===== src/rtl/pipe_ctrl_pkg.sv =====
// pipe_ctrl_pkg: shared types and constants for the pipeline stall/flush sequencer.
package pipe_ctrl_pkg;
    typedef enum logic {RUN, MD_WAIT} md_state_e;
    localparam int unsigned MULT_CYCLES_DEF = 5;
    localparam int unsigned DIV_CYCLES_DEF  = 10;
    localparam logic [31:0] EXC_VECTOR      = 32'h0000_4180;
endpackage


===== src/rtl/pipe_stall_ctrl_if.sv =====
// pipe_stall_ctrl_if: hazard/MDU/exception inputs and pipeline enable/flush outputs.
interface pipe_stall_ctrl_if;
    logic        hazard_D;
    logic        md_use_D;
    logic        md_start_E;
    logic        md_div_E;
    logic        exc_req_M;
    logic        eret_M;
    logic        pc_en;
    logic        fd_en;
    logic        fd_flush;
    logic        de_flush;
    logic        em_flush;
    logic        mw_flush;
    logic        pc_sel_exc;
    logic        pc_sel_epc;
    logic        md_start_ok;
    logic        md_busy;
    logic [31:0] stall_cycles;
    modport master (
        output hazard_D, md_use_D, md_start_E, md_div_E, exc_req_M, eret_M,
        input  pc_en, fd_en, fd_flush, de_flush, em_flush, mw_flush,
               pc_sel_exc, pc_sel_epc, md_start_ok, md_busy, stall_cycles
    );
    modport slave (
        input  hazard_D, md_use_D, md_start_E, md_div_E, exc_req_M, eret_M,
        output pc_en, fd_en, fd_flush, de_flush, em_flush, mw_flush,
               pc_sel_exc, pc_sel_epc, md_start_ok, md_busy, stall_cycles
    );
endinterface


===== src/rtl/md_busy_timer.sv =====
// md_busy_timer: RUN/MD_WAIT sequencer with a down-counter tracking MDU latency.
module md_busy_timer
    import pipe_ctrl_pkg::*;
#(
    parameter int unsigned MULT_CYCLES = MULT_CYCLES_DEF,
    parameter int unsigned DIV_CYCLES  = DIV_CYCLES_DEF
) (
    input  logic clk,
    input  logic reset,
    input  logic start_i,
    input  logic is_div_i,
    output logic busy_o
);
    localparam logic [4:0] MC = 5'(MULT_CYCLES);
    localparam logic [4:0] DC = 5'(DIV_CYCLES);
    md_state_e  state_q, state_d;
    logic [4:0] md_cnt_q, md_cnt_d;
    always_ff @(posedge clk) begin
        if (reset) begin
            state_q  <= RUN;
            md_cnt_q <= '0;
        end else begin
            state_q  <= state_d;
            md_cnt_q <= md_cnt_d;
        end
    end
    // A start always wins, so a start on the expiring cycle reloads with no gap.
    always_comb begin
        state_d  = state_q;
        md_cnt_d = md_cnt_q;
        if (start_i) begin
            state_d  = MD_WAIT;
            md_cnt_d = is_div_i ? DC : MC;
        end else if (state_q == MD_WAIT) begin
            md_cnt_d = md_cnt_q - 5'd1;
            state_d  = (md_cnt_q == 5'd1) ? RUN : MD_WAIT;
        end
    end
    assign busy_o = (state_q == MD_WAIT);
endmodule


===== src/rtl/pipe_stall_ctrl.sv =====
// pipe_stall_ctrl: PC/F2D enables and register flushes from hazards, MDU busy and exceptions.
// Optional stall-cycle counter enabled by PIPE_STALL_CNT_EN.
module pipe_stall_ctrl
    import pipe_ctrl_pkg::*;
#(
    parameter int unsigned MULT_CYCLES = MULT_CYCLES_DEF,
    parameter int unsigned DIV_CYCLES  = DIV_CYCLES_DEF
) (
    input logic              clk,
    input logic              reset,
    pipe_stall_ctrl_if.slave bus
);
    logic md_start_ok, md_busy, stall, redirect, pc_en;
    assign md_start_ok = bus.md_start_E & ~bus.exc_req_M & ~bus.eret_M;
    md_busy_timer #(
        .MULT_CYCLES(MULT_CYCLES),
        .DIV_CYCLES (DIV_CYCLES)
    ) u_timer (
        .clk     (clk),
        .reset   (reset),
        .start_i (md_start_ok),
        .is_div_i(bus.md_div_E),
        .busy_o  (md_busy)
    );
    assign stall    = bus.hazard_D | (bus.md_use_D & (md_busy | bus.md_start_E));
    // Exception and eret both override any stall; the M instruction itself still retires.
    assign redirect = bus.exc_req_M | bus.eret_M;
    assign pc_en    = redirect | ~stall;
    assign bus.pc_en       = pc_en;
    assign bus.fd_en       = pc_en;
    assign bus.fd_flush    = redirect;
    assign bus.de_flush    = redirect | stall;
    assign bus.em_flush    = redirect;
    assign bus.mw_flush    = 1'b0;
    assign bus.pc_sel_exc  = bus.exc_req_M;
    assign bus.pc_sel_epc  = ~bus.exc_req_M & bus.eret_M;
    assign bus.md_start_ok = md_start_ok;
    assign bus.md_busy     = md_busy;
`ifdef PIPE_STALL_CNT_EN
    logic [31:0] stall_cnt_q, stall_cnt_d;
    assign stall_cnt_d = pc_en ? stall_cnt_q : stall_cnt_q + 32'd1;
    always_ff @(posedge clk) begin
        if (reset) stall_cnt_q <= '0;
        else       stall_cnt_q <= stall_cnt_d;
    end
    assign bus.stall_cycles = stall_cnt_q;
`else
    assign bus.stall_cycles = '0;
`endif
endmodule


===== src/flat_wrapper.sv =====
// flat-port wrapper written by rule: the top's interface ports become plain ports
module pipe_stall_ctrl_flat import pipe_ctrl_pkg::*;
#(
    parameter int unsigned MULT_CYCLES = MULT_CYCLES_DEF,
    parameter int unsigned DIV_CYCLES  = DIV_CYCLES_DEF
)
  (clk, reset, bus_hazard_D, bus_md_use_D, bus_md_start_E, bus_md_div_E, bus_exc_req_M, bus_eret_M, bus_pc_en, bus_fd_en, bus_fd_flush, bus_de_flush, bus_em_flush, bus_mw_flush, bus_pc_sel_exc, bus_pc_sel_epc, bus_md_start_ok, bus_md_busy, bus_stall_cycles);
  pipe_stall_ctrl_if bus_i ();
  input logic clk;
  input logic reset;
  input wire logic [$bits(bus_i.hazard_D)-1:0] bus_hazard_D;
  input wire logic [$bits(bus_i.md_use_D)-1:0] bus_md_use_D;
  input wire logic [$bits(bus_i.md_start_E)-1:0] bus_md_start_E;
  input wire logic [$bits(bus_i.md_div_E)-1:0] bus_md_div_E;
  input wire logic [$bits(bus_i.exc_req_M)-1:0] bus_exc_req_M;
  input wire logic [$bits(bus_i.eret_M)-1:0] bus_eret_M;
  output wire logic [$bits(bus_i.pc_en)-1:0] bus_pc_en;
  output wire logic [$bits(bus_i.fd_en)-1:0] bus_fd_en;
  output wire logic [$bits(bus_i.fd_flush)-1:0] bus_fd_flush;
  output wire logic [$bits(bus_i.de_flush)-1:0] bus_de_flush;
  output wire logic [$bits(bus_i.em_flush)-1:0] bus_em_flush;
  output wire logic [$bits(bus_i.mw_flush)-1:0] bus_mw_flush;
  output wire logic [$bits(bus_i.pc_sel_exc)-1:0] bus_pc_sel_exc;
  output wire logic [$bits(bus_i.pc_sel_epc)-1:0] bus_pc_sel_epc;
  output wire logic [$bits(bus_i.md_start_ok)-1:0] bus_md_start_ok;
  output wire logic [$bits(bus_i.md_busy)-1:0] bus_md_busy;
  output wire logic [$bits(bus_i.stall_cycles)-1:0] bus_stall_cycles;
  assign bus_i.hazard_D = bus_hazard_D;
  assign bus_i.md_use_D = bus_md_use_D;
  assign bus_i.md_start_E = bus_md_start_E;
  assign bus_i.md_div_E = bus_md_div_E;
  assign bus_i.exc_req_M = bus_exc_req_M;
  assign bus_i.eret_M = bus_eret_M;
  assign bus_pc_en = bus_i.pc_en;
  assign bus_fd_en = bus_i.fd_en;
  assign bus_fd_flush = bus_i.fd_flush;
  assign bus_de_flush = bus_i.de_flush;
  assign bus_em_flush = bus_i.em_flush;
  assign bus_mw_flush = bus_i.mw_flush;
  assign bus_pc_sel_exc = bus_i.pc_sel_exc;
  assign bus_pc_sel_epc = bus_i.pc_sel_epc;
  assign bus_md_start_ok = bus_i.md_start_ok;
  assign bus_md_busy = bus_i.md_busy;
  assign bus_stall_cycles = bus_i.stall_cycles;
  pipe_stall_ctrl #(.MULT_CYCLES(MULT_CYCLES), .DIV_CYCLES(DIV_CYCLES)) u_core (.clk(clk), .reset(reset), .bus(bus_i));
endmodule

===== config.mk =====
export PLATFORM = sky130hd
export DESIGN_NAME = pipe_stall_ctrl_flat
export DESIGN_NICKNAME = d
export VERILOG_FILES = /design/src/rtl/pipe_ctrl_pkg.sv /design/src/rtl/pipe_stall_ctrl_if.sv /design/src/rtl/md_busy_timer.sv /design/src/rtl/pipe_stall_ctrl.sv /design/src/flat_wrapper.sv
export SDC_FILE = /design/constraint.sdc
export NUM_CORES = 1
export LEC_CHECK = 0
export CAP_MARGIN = 20
export CORE_MARGIN = 2
export CORE_UTILIZATION = 32
export CTS_CLUSTER_SIZE = 30
export DETAILED_ROUTE_END_ITERATION = 6
export GPL_TIMING_DRIVEN = 0
export PLACE_DENSITY = 0.83
export SYNTH_ARGS = -nofsm -noshare
export SYNTH_HDL_FRONTEND = slang
export SYNTH_SLANG_ARGS = --single-unit

===== constraint.sdc =====
create_clock -name clk -period 1.4 [get_ports clk]
set_input_delay 0.14 -clock clk [delete_from_list [all_inputs] [get_ports clk]]
set_output_delay 0.14 -clock clk [all_outputs]
set_load 0.05 [all_outputs]

---- Yosys cells after proc, flatten, opt, wreduce, memory -nomap -nowiden ----
Cells that the tools add are included.
storage, ports and cells
  register bits ........................... 6
  input port bits ......................... 8
  output and inout port bits .............. 42
  word-level logic and storage cells ...... 23
operators by class
  add/sub/neg operators ................... 1
  equal/unequal tests ..................... 1
  muxes and demuxes ....................... 6
  bitwise operators ....................... 12
  reduce and logical (&&, ||, !) cells .... 1
operators with widths
  kind                                                                 count
  5-bit two-way mux                                                    2
  5-bit by 1-bit == test with 1-bit output (second input constant)     1
  1-bit bitwise OR                                                     5
  5-bit by 1-bit subtractor with 5-bit output (second input constant)  1
  1-bit bitwise AND                                                    4
  4-bit two-way mux                                                    1
  1-bit two-way mux                                                    3
  1-bit NOT                                                            3
  2-bit nonzero test                                                   1

---- Logic depth before layout (Yosys ltp) ----
  depth in word-level cells ............... 5
  depth in mapped cells ................... 5
  mapped depth without buffers ............ 5

---- Cells and area by module ----
A second synthesis with hierarchy kept.
unflattened totals
  cells, all modules ...................... 77
  area total of the unflattened synthesis .. 640.6 sq um
modules (own cells, without submodules)
  module           times used  cells an instance  area an instance (sq um)  sequential area each (sq um)
  pipe_stall_ctrl  1           45                 336.6                     0.0
  md_busy_timer    1           32                 304.0                     120.1

---- Worst setup path after synthesis ----
Ideal clock, no wire load.
  path type ............................... flip-flop to output port
  start ................................... register u_core.u_timer.state_q, in the netlist u_core.u_timer.busy_o
  end ..................................... output bus_pc_en
  arrival time ............................ 1.660 ns
  data required time ...................... 1.260 ns
  path slack .............................. -0.400 ns
  cell stages (with the launch flop) ...... 5
  path buffers ............................ 1
  cell sequence ........................... dfxtp_1 -> o21ai_0 -> nand2_1 -> nand2_1 -> buf_4
on the way
  longest elaborated chain between the ends .. 5
RTL lines
  what                      RTL line               text
  start: declaration        md_busy_timer.sv:16    md_state_e state_q, state_d;
  start signal: assignment  md_busy_timer.sv:23    state_q <= state_d;
  1-bit bitwise OR          pipe_stall_ctrl.sv:25  assign stall = bus.hazard_D | (bus.md_use_D & (md_busy | bus.md_start_E));
  1-bit bitwise AND         pipe_stall_ctrl.sv:25
  1-bit bitwise OR          pipe_stall_ctrl.sv:25
  1-bit NOT                 pipe_stall_ctrl.sv:28  assign pc_en = redirect | ~stall;
  1-bit bitwise OR          pipe_stall_ctrl.sv:28
  end: declaration          flat_wrapper.sv:17     output wire logic [$bits(bus_i.pc_en)-1:0] bus_pc_en;
Every way passes these cells.

---- Final worst setup path ----
Same ends and word-level chain as after synthesis.

==> flow_summary.toml <==
[floorplan]
die_x_um = 48.2
design.core.area_um2 = 1780
dieArea_um2 = 2320
fp-row-count = 15
die_height_um = 48.2
start_util_pct = 35.0
pin_count = 50

[placement]
place.gp.congestion = 0.713
dp.cells = 151
dpl.hpwl_um = 1080
dp_slack_ns = -0.814
portBuffers = 16

[sta]
slew_violations = 0
finalHoldViolations = 0
layout_worst_path_cycle_share_pct = 94.7
period_needed_ns = 1.33
setup_viol = 0
fin_tns_setup_ns = 0
finClkSkew_ns = 0.00722
fmax_ghz = 0.755
setup_slack_ns = 0.0747

[final_layout]
area_growth_syn_to_layout_pct = 58.1
final_cell_mix = "buf_4 (37), conb_1 (33)"
drive_gt1_share_pct = 45.7
insertedDiodeCount = 0
final_common_cell = "buf_4"
nets = 141
fillers = 177
final_cells = 154

[synth]
ys_seq_elements = 6
synth_cell_types = 24
yosys_warnings = 0
syn_area_um2 = 624
synth_area_per_cell_um2 = 8.00
netlist_instances = 78
seq_area_frac_synth_pct = 19.2

[outcome]
status = "complete, no violations"

[clock_tree]
cts_buffer_depth = 2
worst_skew_pair.late_latency_ns = 0.25
cts_tree = "built"
htree_num_levels = 1
cts_sinks = 6
cts_root_buf = "clkbuf_4"
clk_pin_slew_worst_paths_ns = 0.05
cts_made_buffers = 3
ctsHoldBuffers = 0

[routing]
final_antenna_net_count = 0
drt-initial-drc-count = 0
vias = 543
wire_per_inst_um = 8.21
remaining_drc_errors = 0
routed_wl_um = 1270
vias_per_cell = 3.53
firstDrtPassIters = 1

[power]
p_comb_share_pct = 53.8
power.share.sequential_pct = 25.7
power.leakage_nw = 0.542
power.density_nw_per_um2 = 813
ir_drop_uv = 546
power.share.clock_pct = 20.5
swShare_pct = 47.9
p_int_mw = 0.418
switchingPower_mw = 0.384

[global_route]
grt_pass1_wl_um = 1710
overflow = 0
grt_pass1_vias = 431
grt_max_degree = 9
track_usage_pct = 11.3
antenna_found_initial = 0

[setup_path]
crit_path_max_fanout = 8
start_kind = "flip-flop"
arrival_ns = 1.19
worst_r2r_endpoint = "u_core.u_timer.md_cnt_q[4]$_SDFFE_PP0P_"
critPathLaunch = "u_core.u_timer.busy_o$_SDFF_PP0_"
r2r_start = "u_core.u_timer.md_cnt_q[1]$_SDFFE_PP0P_"
crit_type = "flip-flop to primary output"
r2r_slack_ns = 0.13
critical_path.endpoint = "bus_pc_en"
critPathRequiredTime_ns = 1.26
endpoint_kind = "primary output"
reg2reg_depth = 5

[flow_run]
cap_viol_max_count = 0

[worst_hold_path]
worstHoldStart = "bus_eret_M"
hold_path.class = "input port to flip-flop"
## per-stage QoR
stage               power [mW]  hold slack, ns  area [um^2]  utilization (%)
floorplan                0.573           0.202          748                -
global placement         0.628           0.493          940             52.7
detailed placement       0.633           0.508          940             52.7
finish                   0.802           0.396          987             55.4
CTS                      0.798           0.508          967             54.2
global route             0.843           0.419          987             55.4
## worst max-delay path, cell delays in order, from the launching register on
cell	delay (ns)
dfxtp_4	0.37
o21ai_2	0.17
nand2_1	0.09
nand2_2	0.07
buf_4	0.11
buf_8	0.13
## cells in the mapped netlist
master    number  area (um^2)
xor2_1         1         8.76
a211oi_1       1         7.51
xnor2_1        2         17.5
a211oi_2       1         12.5
nand3_1        1         5.00
ha_1           2         25.0
o21ai_0        1         5.00
conb_1         1         3.75
buf_2          1         5.00
dfxtp_1        6          120
nand2_2        1         6.26
nor2b_1        1         6.26
buf_4         36          270
nor4b_2        1         15.0
o41ai_1        1         8.76
inv_1          6         22.5
a21o_1         1         7.51
o211ai_1       1         7.51
nand2_1        4         15.0
or4_4          1         11.3
or3b_1         1         8.76
o31ai_1        1         7.51
nor2_1         2         7.51
a21oi_1        4         20.0
## what timing repair did
item                                    in CTS  in global routing
cloned                                       0                  0
endpoints found under the hold margin        0                  0
pin swaps                                    1                  2
resized for setup                           45                  8
endpoints found under the setup margin       9                  5
setup buffers                                0                  0
## power by group through the flow
stage / Clock [mW] / Sequential [mW] / Combinational [mW]
3_5_place_dp: 0 / 0.208 / 0.425
4_1_cts: 0.170 / 0.205 / 0.423
3_3_place_gp: 0 / 0.206 / 0.421
6_report: 0.164 / 0.206 / 0.432
2_1_floorplan: 0 / 0.210 / 0.363
5_1_grt: 0.177 / 0.208 / 0.458
## how the worst min path moves through the flow
stage                                                   end  slack [ns]  cells past startpoint
global route               u_core.u_timer.busy_o$_SDFF_PP0_        0.42                      4
detailed placement  u_core.u_timer.md_cnt_q[4]$_SDFFE_PP0P_        0.51                      2
CTS                 u_core.u_timer.md_cnt_q[4]$_SDFFE_PP0P_        0.51                      2
finish                     u_core.u_timer.busy_o$_SDFF_PP0_        0.40                      4
floorplan                  u_core.u_timer.busy_o$_SDFF_PP0_        0.20                      1
global placement    u_core.u_timer.md_cnt_q[4]$_SDFFE_PP0P_        0.49                      2
## layer usage
| layer | share of wire, % | vias to the layer above | global-route usage, % | routed length, um |
|---|---|---|---|---|
| li1 | - | 288 | - | - |
| met1 | 35 | 221 | 10.0 | 442 |
| met2 | 53 | 30 | 19.7 | 668 |
| met3 | 10 | 4 | 5.56 | 129 |
| met4 | 1.9 | 0 | 8.11 | 24 |
| met5 | 0 | - | 0 | 0 |
## sequential cells by signal, indices dropped and copies added (netlist names)
| name | flops |
|---|---|
| u_core.u_timer.busy_o | 1 |
| u_core.u_timer.md_cnt_q | 5 |
## area by class of cell
type	count	area (um^2)	share of cell area (%)
Inverter	6	25.0	2.53
Timing Repair Buffer	16	166	16.9
Multi-Input combinational cell	61	335	34.0
Sequential cell	6	125	12.7
Clock buffer	3	22.5	2.28
Tap cell	25	31.3	3.17
Buffer	37	282	28.5
## cells by family (layout without fill, tap and decap cells)
kind of cell    Yosys count  in the layout  share of synthesized area, %
other cells               1             33                         0.601
compound gates           11             11                          12.2
buf+inv                  43             62                          47.7
xor+xnor                  3              3                          4.21
fa+ha+maj                 2              2                          4.01
simple gates             12             12                          12.0
flops                     6              6                          19.2
Power figures use the tool's default switching activity.
